[config.mk]
export PLATFORM = sky130hd
export DESIGN_NAME = imm_extend_pipe_flat
export DESIGN_NICKNAME = d
export VERILOG_FILES = /design/src/rtl/imm_ext_pkg.sv /design/src/rtl/imm_extend_pipe_if.sv /design/src/rtl/imm_ext_skid.sv /design/src/rtl/imm_extend_pipe.sv /design/src/flat_wrapper.sv
export SDC_FILE = /design/constraint.sdc
export NUM_CORES = 1
export LEC_CHECK = 0
export BUFFER_PORTS_ARGS = -buffer_cell sky130_fd_sc_hd__buf_2
export CAP_MARGIN = 20
export CORE_UTILIZATION = 50
export CTS_BUF_LIST = sky130_fd_sc_hd__clkbuf_8
export DETAILED_ROUTE_END_ITERATION = 16
export GPL_TIMING_DRIVEN = 0
export HOLD_SLACK_MARGIN = 0.08
export PLACE_DENSITY = 0.79
export SLEW_MARGIN = 10
export SYNTH_ARGS = -nofsm -noshare
export SYNTH_HDL_FRONTEND = slang
export SYNTH_SLANG_ARGS = --single-unit
[constraint.sdc]
create_clock -name clk_i -period 2.9 [get_ports clk_i]
set_input_delay 0.145 -clock clk_i [delete_from_list [all_inputs] [get_ports clk_i]]
set_output_delay 0.145 -clock clk_i [all_outputs]
set_load 0.02 [all_outputs]
[src/rtl/imm_ext_pkg.sv]
// imm_ext_pkg: mode constants, output state encoding and a width-generic immediate-extension function
package imm_ext_pkg;

    localparam logic [1:0] IMM_SIGN   = 2'd0;
    localparam logic [1:0] IMM_ZERO   = 2'd1;
    localparam logic [1:0] IMM_UPPER  = 2'd2;
    localparam logic [1:0] IMM_BRANCH = 2'd3;

    localparam int MAX_W = 64;

    typedef enum logic {OUT_EMPTY, OUT_FULL} out_state_e;

    // Widths arrive as arguments so one function serves every instance; callers truncate to OUT_W
    function automatic logic [MAX_W-1:0] imm_extend(
        input logic [MAX_W-1:0] d,
        input logic [1:0]       mode,
        input int               in_w,
        input int               out_w,
        input int               br_shift
    );
        logic [MAX_W-1:0] zx, sx, r;
        zx = d & ~({MAX_W{1'b1}} << in_w);
        sx = $signed(zx << (MAX_W - in_w)) >>> (MAX_W - in_w);
        r  = mode == IMM_ZERO   ? zx :
             mode == IMM_UPPER  ? zx << (out_w - in_w) :
             mode == IMM_BRANCH ? sx << br_shift : sx;
        return r & ~({MAX_W{1'b1}} << out_w);
    endfunction

endpackage

[src/rtl/imm_extend_pipe_if.sv]
// imm_extend_pipe_if: input and output valid/ready channels of the immediate-extension stage
interface imm_extend_pipe_if #(
    parameter int IN_W  = 16,
    parameter int OUT_W = 32
);
    logic             in_valid_i;
    logic             in_ready_o;
    logic [IN_W-1:0]  in_imm_i;
    logic [1:0]       in_mode_i;
    logic             out_valid_o;
    logic             out_ready_i;
    logic [OUT_W-1:0] out_data_o;
    logic             out_neg_o;

    modport master (
        output in_valid_i, in_imm_i, in_mode_i, out_ready_i,
        input  in_ready_o, out_valid_o, out_data_o, out_neg_o
    );

    modport slave (
        input  in_valid_i, in_imm_i, in_mode_i, out_ready_i,
        output in_ready_o, out_valid_o, out_data_o, out_neg_o
    );
endinterface

[src/rtl/imm_ext_skid.sv]
// imm_ext_skid: generic one-entry skid buffer; upstream ready is a flop (skid empty)
module imm_ext_skid #(
    parameter int W = 33
) (
    input  logic         clk_i,
    input  logic         rst_i,
    input  logic         s_valid_i,
    output logic         s_ready_o,
    input  logic [W-1:0] s_data_i,
    output logic         m_valid_o,
    input  logic         m_ready_i,
    output logic [W-1:0] m_data_o
);
    logic         full_q, full_d;
    logic [W-1:0] data_q, data_d;

    // Park a beat when downstream stalls; drain it on the next downstream accept
    always_comb begin
        full_d = full_q ? !m_ready_i : s_valid_i && !m_ready_i;
        data_d = full_q ? data_q : s_data_i;
    end

    // Skid storage; reset discards a parked beat
    always_ff @(posedge clk_i or posedge rst_i) begin
        if (rst_i) begin
            full_q <= 1'b0;
            data_q <= '0;
        end else begin
            full_q <= full_d;
            data_q <= data_d;
        end
    end

    assign s_ready_o = !full_q;
    assign m_valid_o = full_q || s_valid_i;
    assign m_data_o  = full_q ? data_q : s_data_i;
endmodule

[src/rtl/imm_extend_pipe.sv]
// imm_extend_pipe: registered MIPS immediate extension with valid/ready; IMM_EXT_SKID_EN adds a skid buffer
module imm_extend_pipe
    import imm_ext_pkg::*;
#(
    parameter int IN_W     = 16,
    parameter int OUT_W    = 32,
    parameter int BR_SHIFT = 2
) (
    input logic              clk_i,
    input logic              rst_i,
    imm_extend_pipe_if.slave bus
);
    out_state_e     state_q, state_d;
    logic [OUT_W:0] data_q, data_d;
    logic [OUT_W-1:0] ext_data;
    logic [OUT_W:0] ext, src_data;
    logic           src_valid, sink_ready, load;

    assign ext_data   = OUT_W'(imm_extend(MAX_W'(bus.in_imm_i), bus.in_mode_i, IN_W, OUT_W, BR_SHIFT));
    assign ext        = {ext_data[OUT_W-1], ext_data};
    assign sink_ready = state_q == OUT_EMPTY || bus.out_ready_i;
    assign load       = src_valid && sink_ready;

`ifdef IMM_EXT_SKID_EN
    imm_ext_skid #(.W(OUT_W + 1)) u_skid (
        .clk_i     (clk_i),
        .rst_i     (rst_i),
        .s_valid_i (bus.in_valid_i),
        .s_ready_o (bus.in_ready_o),
        .s_data_i  (ext),
        .m_valid_o (src_valid),
        .m_ready_i (sink_ready),
        .m_data_o  (src_data)
    );
`else
    assign src_valid      = bus.in_valid_i;
    assign src_data       = ext;
    assign bus.in_ready_o = sink_ready;
`endif

    // Output register: load on accept, empty on consume without a refill, otherwise hold
    always_comb begin
        state_d = load ? OUT_FULL : bus.out_ready_i ? OUT_EMPTY : state_q;
        data_d  = load ? src_data : data_q;
    end

    // Result and sign bit are captured together so out_neg_o is a flop
    always_ff @(posedge clk_i or posedge rst_i) begin
        if (rst_i) begin
            state_q <= OUT_EMPTY;
            data_q  <= '0;
        end else begin
            state_q <= state_d;
            data_q  <= data_d;
        end
    end

    assign bus.out_valid_o = state_q == OUT_FULL;
    assign bus.out_data_o  = data_q[OUT_W-1:0];
    assign bus.out_neg_o   = data_q[OUT_W];
endmodule

[src/flat_wrapper.sv]
// flat-port wrapper written by rule: the top's interface ports become plain ports
module imm_extend_pipe_flat import imm_ext_pkg::*;
#(
    parameter int IN_W     = 16,
    parameter int OUT_W    = 32,
    parameter int BR_SHIFT = 2
)
  (clk_i, rst_i, bus_in_valid_i, bus_in_imm_i, bus_in_mode_i, bus_out_ready_i, bus_in_ready_o, bus_out_valid_o, bus_out_data_o, bus_out_neg_o);
  imm_extend_pipe_if #(.IN_W(IN_W), .OUT_W(OUT_W)) bus_i ();
  input logic clk_i;
  input logic rst_i;
  input wire logic [$bits(bus_i.in_valid_i)-1:0] bus_in_valid_i;
  input wire logic [$bits(bus_i.in_imm_i)-1:0] bus_in_imm_i;
  input wire logic [$bits(bus_i.in_mode_i)-1:0] bus_in_mode_i;
  input wire logic [$bits(bus_i.out_ready_i)-1:0] bus_out_ready_i;
  output wire logic [$bits(bus_i.in_ready_o)-1:0] bus_in_ready_o;
  output wire logic [$bits(bus_i.out_valid_o)-1:0] bus_out_valid_o;
  output wire logic [$bits(bus_i.out_data_o)-1:0] bus_out_data_o;
  output wire logic [$bits(bus_i.out_neg_o)-1:0] bus_out_neg_o;
  assign bus_i.in_valid_i = bus_in_valid_i;
  assign bus_i.in_imm_i = bus_in_imm_i;
  assign bus_i.in_mode_i = bus_in_mode_i;
  assign bus_i.out_ready_i = bus_out_ready_i;
  assign bus_in_ready_o = bus_i.in_ready_o;
  assign bus_out_valid_o = bus_i.out_valid_o;
  assign bus_out_data_o = bus_i.out_data_o;
  assign bus_out_neg_o = bus_i.out_neg_o;
  imm_extend_pipe #(.IN_W(IN_W), .OUT_W(OUT_W), .BR_SHIFT(BR_SHIFT)) u_core (.clk_i(clk_i), .rst_i(rst_i), .bus(bus_i));
endmodule
==> results by group <==
Floorplanning
  • Initial Util: 54.3%
  • Die Width: 60.3 µm
  • Core footprint: 0.00313 mm²
  • Std-Cell Rows: 20
  • IO Count: 57
  • Die area: 0.00363 mm²
  • Die height: 60.3 µm

Global routing
  • Global Route Usage Sum: 25.6%
  • Gr ovfl total: 0
  • Pin count of the biggest net entering global routing: 18
  • First-pass GRT wire length: 6.60 mm
  • Initial antenna violation count: 0
  • Vias in the first global route: 1433

Place
  • Dpl cell area: 0.00205 mm²
  • RePlAce Congestion: 0.853
  • HPWL after DPL: 3.04 mm
  • IO buf count: 54
  • Placed Cells: 267

Yosys
  • Syn_nets: 190
  • Synth Cell Area: 0.00170 mm²
  • Area fraction of the dominant cell type after synthesis: 48.6%
  • Post-synth top flop: dfrtp_1
  • Yosys top cell by area: dfrtp_1
  • Count leader, synth: a21oi_1
  • Largest cells by area after synthesis: dfrtp_1 (49%), a21oi_1 (14%), o22a_1 (7.2%), nor2b_1 (5.5%), a21oi_2 (4.6%)
  • Post-synthesis sequential area ratio: 48.6%
  • Leading cell types by count after synthesis: a21oi_1 (47), dfrtp_1 (33), nand2_1 (15), nor2b_1 (15), o22a_1 (14)
  • Synth warn: 0
  • Yosys reg bits: 33
  • Cells after synthesis: 168
  • Syn Area/Cell: 10.1 µm²
  • Post-synth EDFFs: 0
  • Ys async rst share: 100%
  • Yosys cell types: 22

Clock tree
  • Clk Latency, worst-skew pair: 0.28 ns
  • CTS Sinks: 33
  • CTS tree: done
  • Clk root buf: clkbuf_8
  • Maximum clock path buffer count: 2
  • H-tree depth: 2
  • Cts bufs inserted: 5
  • CTS clk-pin slew, worst paths: 0.06 ns
  • Postcts setup bufs: 0
  • Post-CTS sizing: 0

Status
  • Status: finished clean

Pwr
  • Power density over cell area: 592 mW/mm²
  • Max VDD drop: 452 µV
  • Lkg Pwr: 0.00101 µW

Drt
  • Initial DRC Count: 81
  • Post-route ant nets: 0
  • Via total after detailed routing: 1502
  • DRT Pass-1 Iters: 4
  • Final WL: 4.16 mm
  • Vias per cell: 5.46
  • WL/cell: 15.1 µm
  • Drt drc: 0

Critical path
  • Element type at the critical path end: output port
  • Startpoint types: flop
  • Crit path top cell by count: buf_2
  • CP Max Fanout: 10
  • Buf+Inv Stages, Crit Path: 3
  • Worst EP arrival: 1.33 ns
  • Critical Path, Cell by Cell: nand2b_4, buf_6, buf_2, buf_2
  • WP data required: 2.76 ns
  • Kind of critical path: flop to output port
  • CP max stage delay: 0.40 ns
  • Crit path max-delay family: buffers and inverters
  • Slowest CP cell: dfrtp_1
  • Flop-to-flop setup slack: 1.61 ns

Job
  • Max_cap viols: 0

Timing
  • Max_slew headroom: 51.6%
  • Setup total negative slack: 0 ns
  • Final Max Slew Viols: 0
  • Setup-failing EPs final: 0
  • Worst-Margin Slew: 0.725 ns
  • Max Freq: 677 MHz
  • Final min period: 1.48 ns
  • RSZ-0062 raised after global routing: no
  • Worst hold slack: 0.159 ns
  • Clock Skew: 0.00491 ns
  • Tcrit/Tclk final: 50.9%
  • Final Hold Vio Count: 0

Final layout
  • Layout cells sized above 1: 40.3%
  • Flip-flop and latch area: 826 µm²
  • Layout net count: 253
  • Post-Layout Cell Count: 275
  • # diodes: 0
  • Area of the multi-input gates: 716 µm²
  • Area Growth Syn to Fin: 26.5%
  • Final Util: 68.6%
  • Fin area: 0.00215 mm²
  • Fillers: 273

Worst hold path
  • Hold crit path type: input port to flop
[where the power goes]
part | internal (µW) | total (µW) | switching, µW
registers | 527 | 562 | 35.1
clock network | 184 | 338 | 153
logic | 149 | 372 | 223
total | 861 | 1270 | 411
[state kept, by name, indices dropped and copies added (netlist names)]
register and cells:
u_core.bus.out_valid_o 1, u_core.data_q 32
[layout by cell type, fill, tap and decap left out, drive strengths merged]
cell         instances
buf                 72
a21oi               56
dfrtp               33
nor2b               15
nand2               15
o22a                14
clkbuf               7
inv                  4
nand2b               3
mux2                 3
and2                 2
nand3                2
a31oi                1
a2bb2oi              1
o2111ai              1
o21ai                1
dlygate4sd3          1
[per-stage QoR]
| step | worst slack [ns] | total power, µW |
|---|---|---|
| final | 1.42 | 1270 |
| after floorplan | 1.65 | 812 |
| after global placement | 1.59 | 927 |
| after detailed placement | 1.62 | 941 |
| after CTS | 1.41 | 1280 |
| after global routing | 1.36 | 1330 |
[cells by family after synthesis]
family	Yosys count	share of synthesized area [%]
buf+inv	21	9.21
mux	3	2.43
compound gates	74	27.4
flops	33	48.6
simple gates	37	12.3
[layer usage]
| layer | up-vias | routed length (µm) | GRT usage [%] |
|---|---|---|---|
| met5 | - | 0 | 0 |
| met4 | 0 | 74 | 9.63 |
| met3 | 9 | 256 | 6.49 |
| met2 | 66 | 1950 | 40.7 |
| met1 | 714 | 1880 | 33.6 |
| li1 | 713 | - | - |
[final timing paths]
check                                    endpoint              startpoint  cells after the start
setup / recovery                   bus_in_ready_o  u_core.bus.out_valid_o                      4
hold / removal             u_core.bus.out_valid_o          bus_in_valid_i                      2
setup reg to reg                u_core.data_q[22]  u_core.bus.out_valid_o                      5
hold reg to reg                 u_core.data_q[21]       u_core.data_q[21]                      1
max in group asynchronous        u_core.data_q[6]                   rst_i                      4
min in group asynchronous        u_core.data_q[1]                   rst_i                      3
[timing repair]
action                                 in CTS  in global routing
setup endpoints to repair                   0                  0
hold buffers                                1                  0
endpoints found under the hold margin      16                  0
[worst reg2reg max path: stages (launching register included)]
cell and delay, ns:
dfrtp_1 0.40, nand2b_4 0.08, buf_6 0.13, nand3_2 0.14, buf_2 0.22, o22a_1 0.20
[final cells by class]
class / instances / area share [%]
sequential: 33 / 38.5
clock buffer: 6 / 3.85
inverter: 3 / 0.524
buffer: 18 / 6.76
clock inverter: 1 / 0.175
timing repair buffer: 56 / 14.3
multi-input combinational: 114 / 33.3
tap: 44 / 2.56
(Power assumes the default switching activity.)
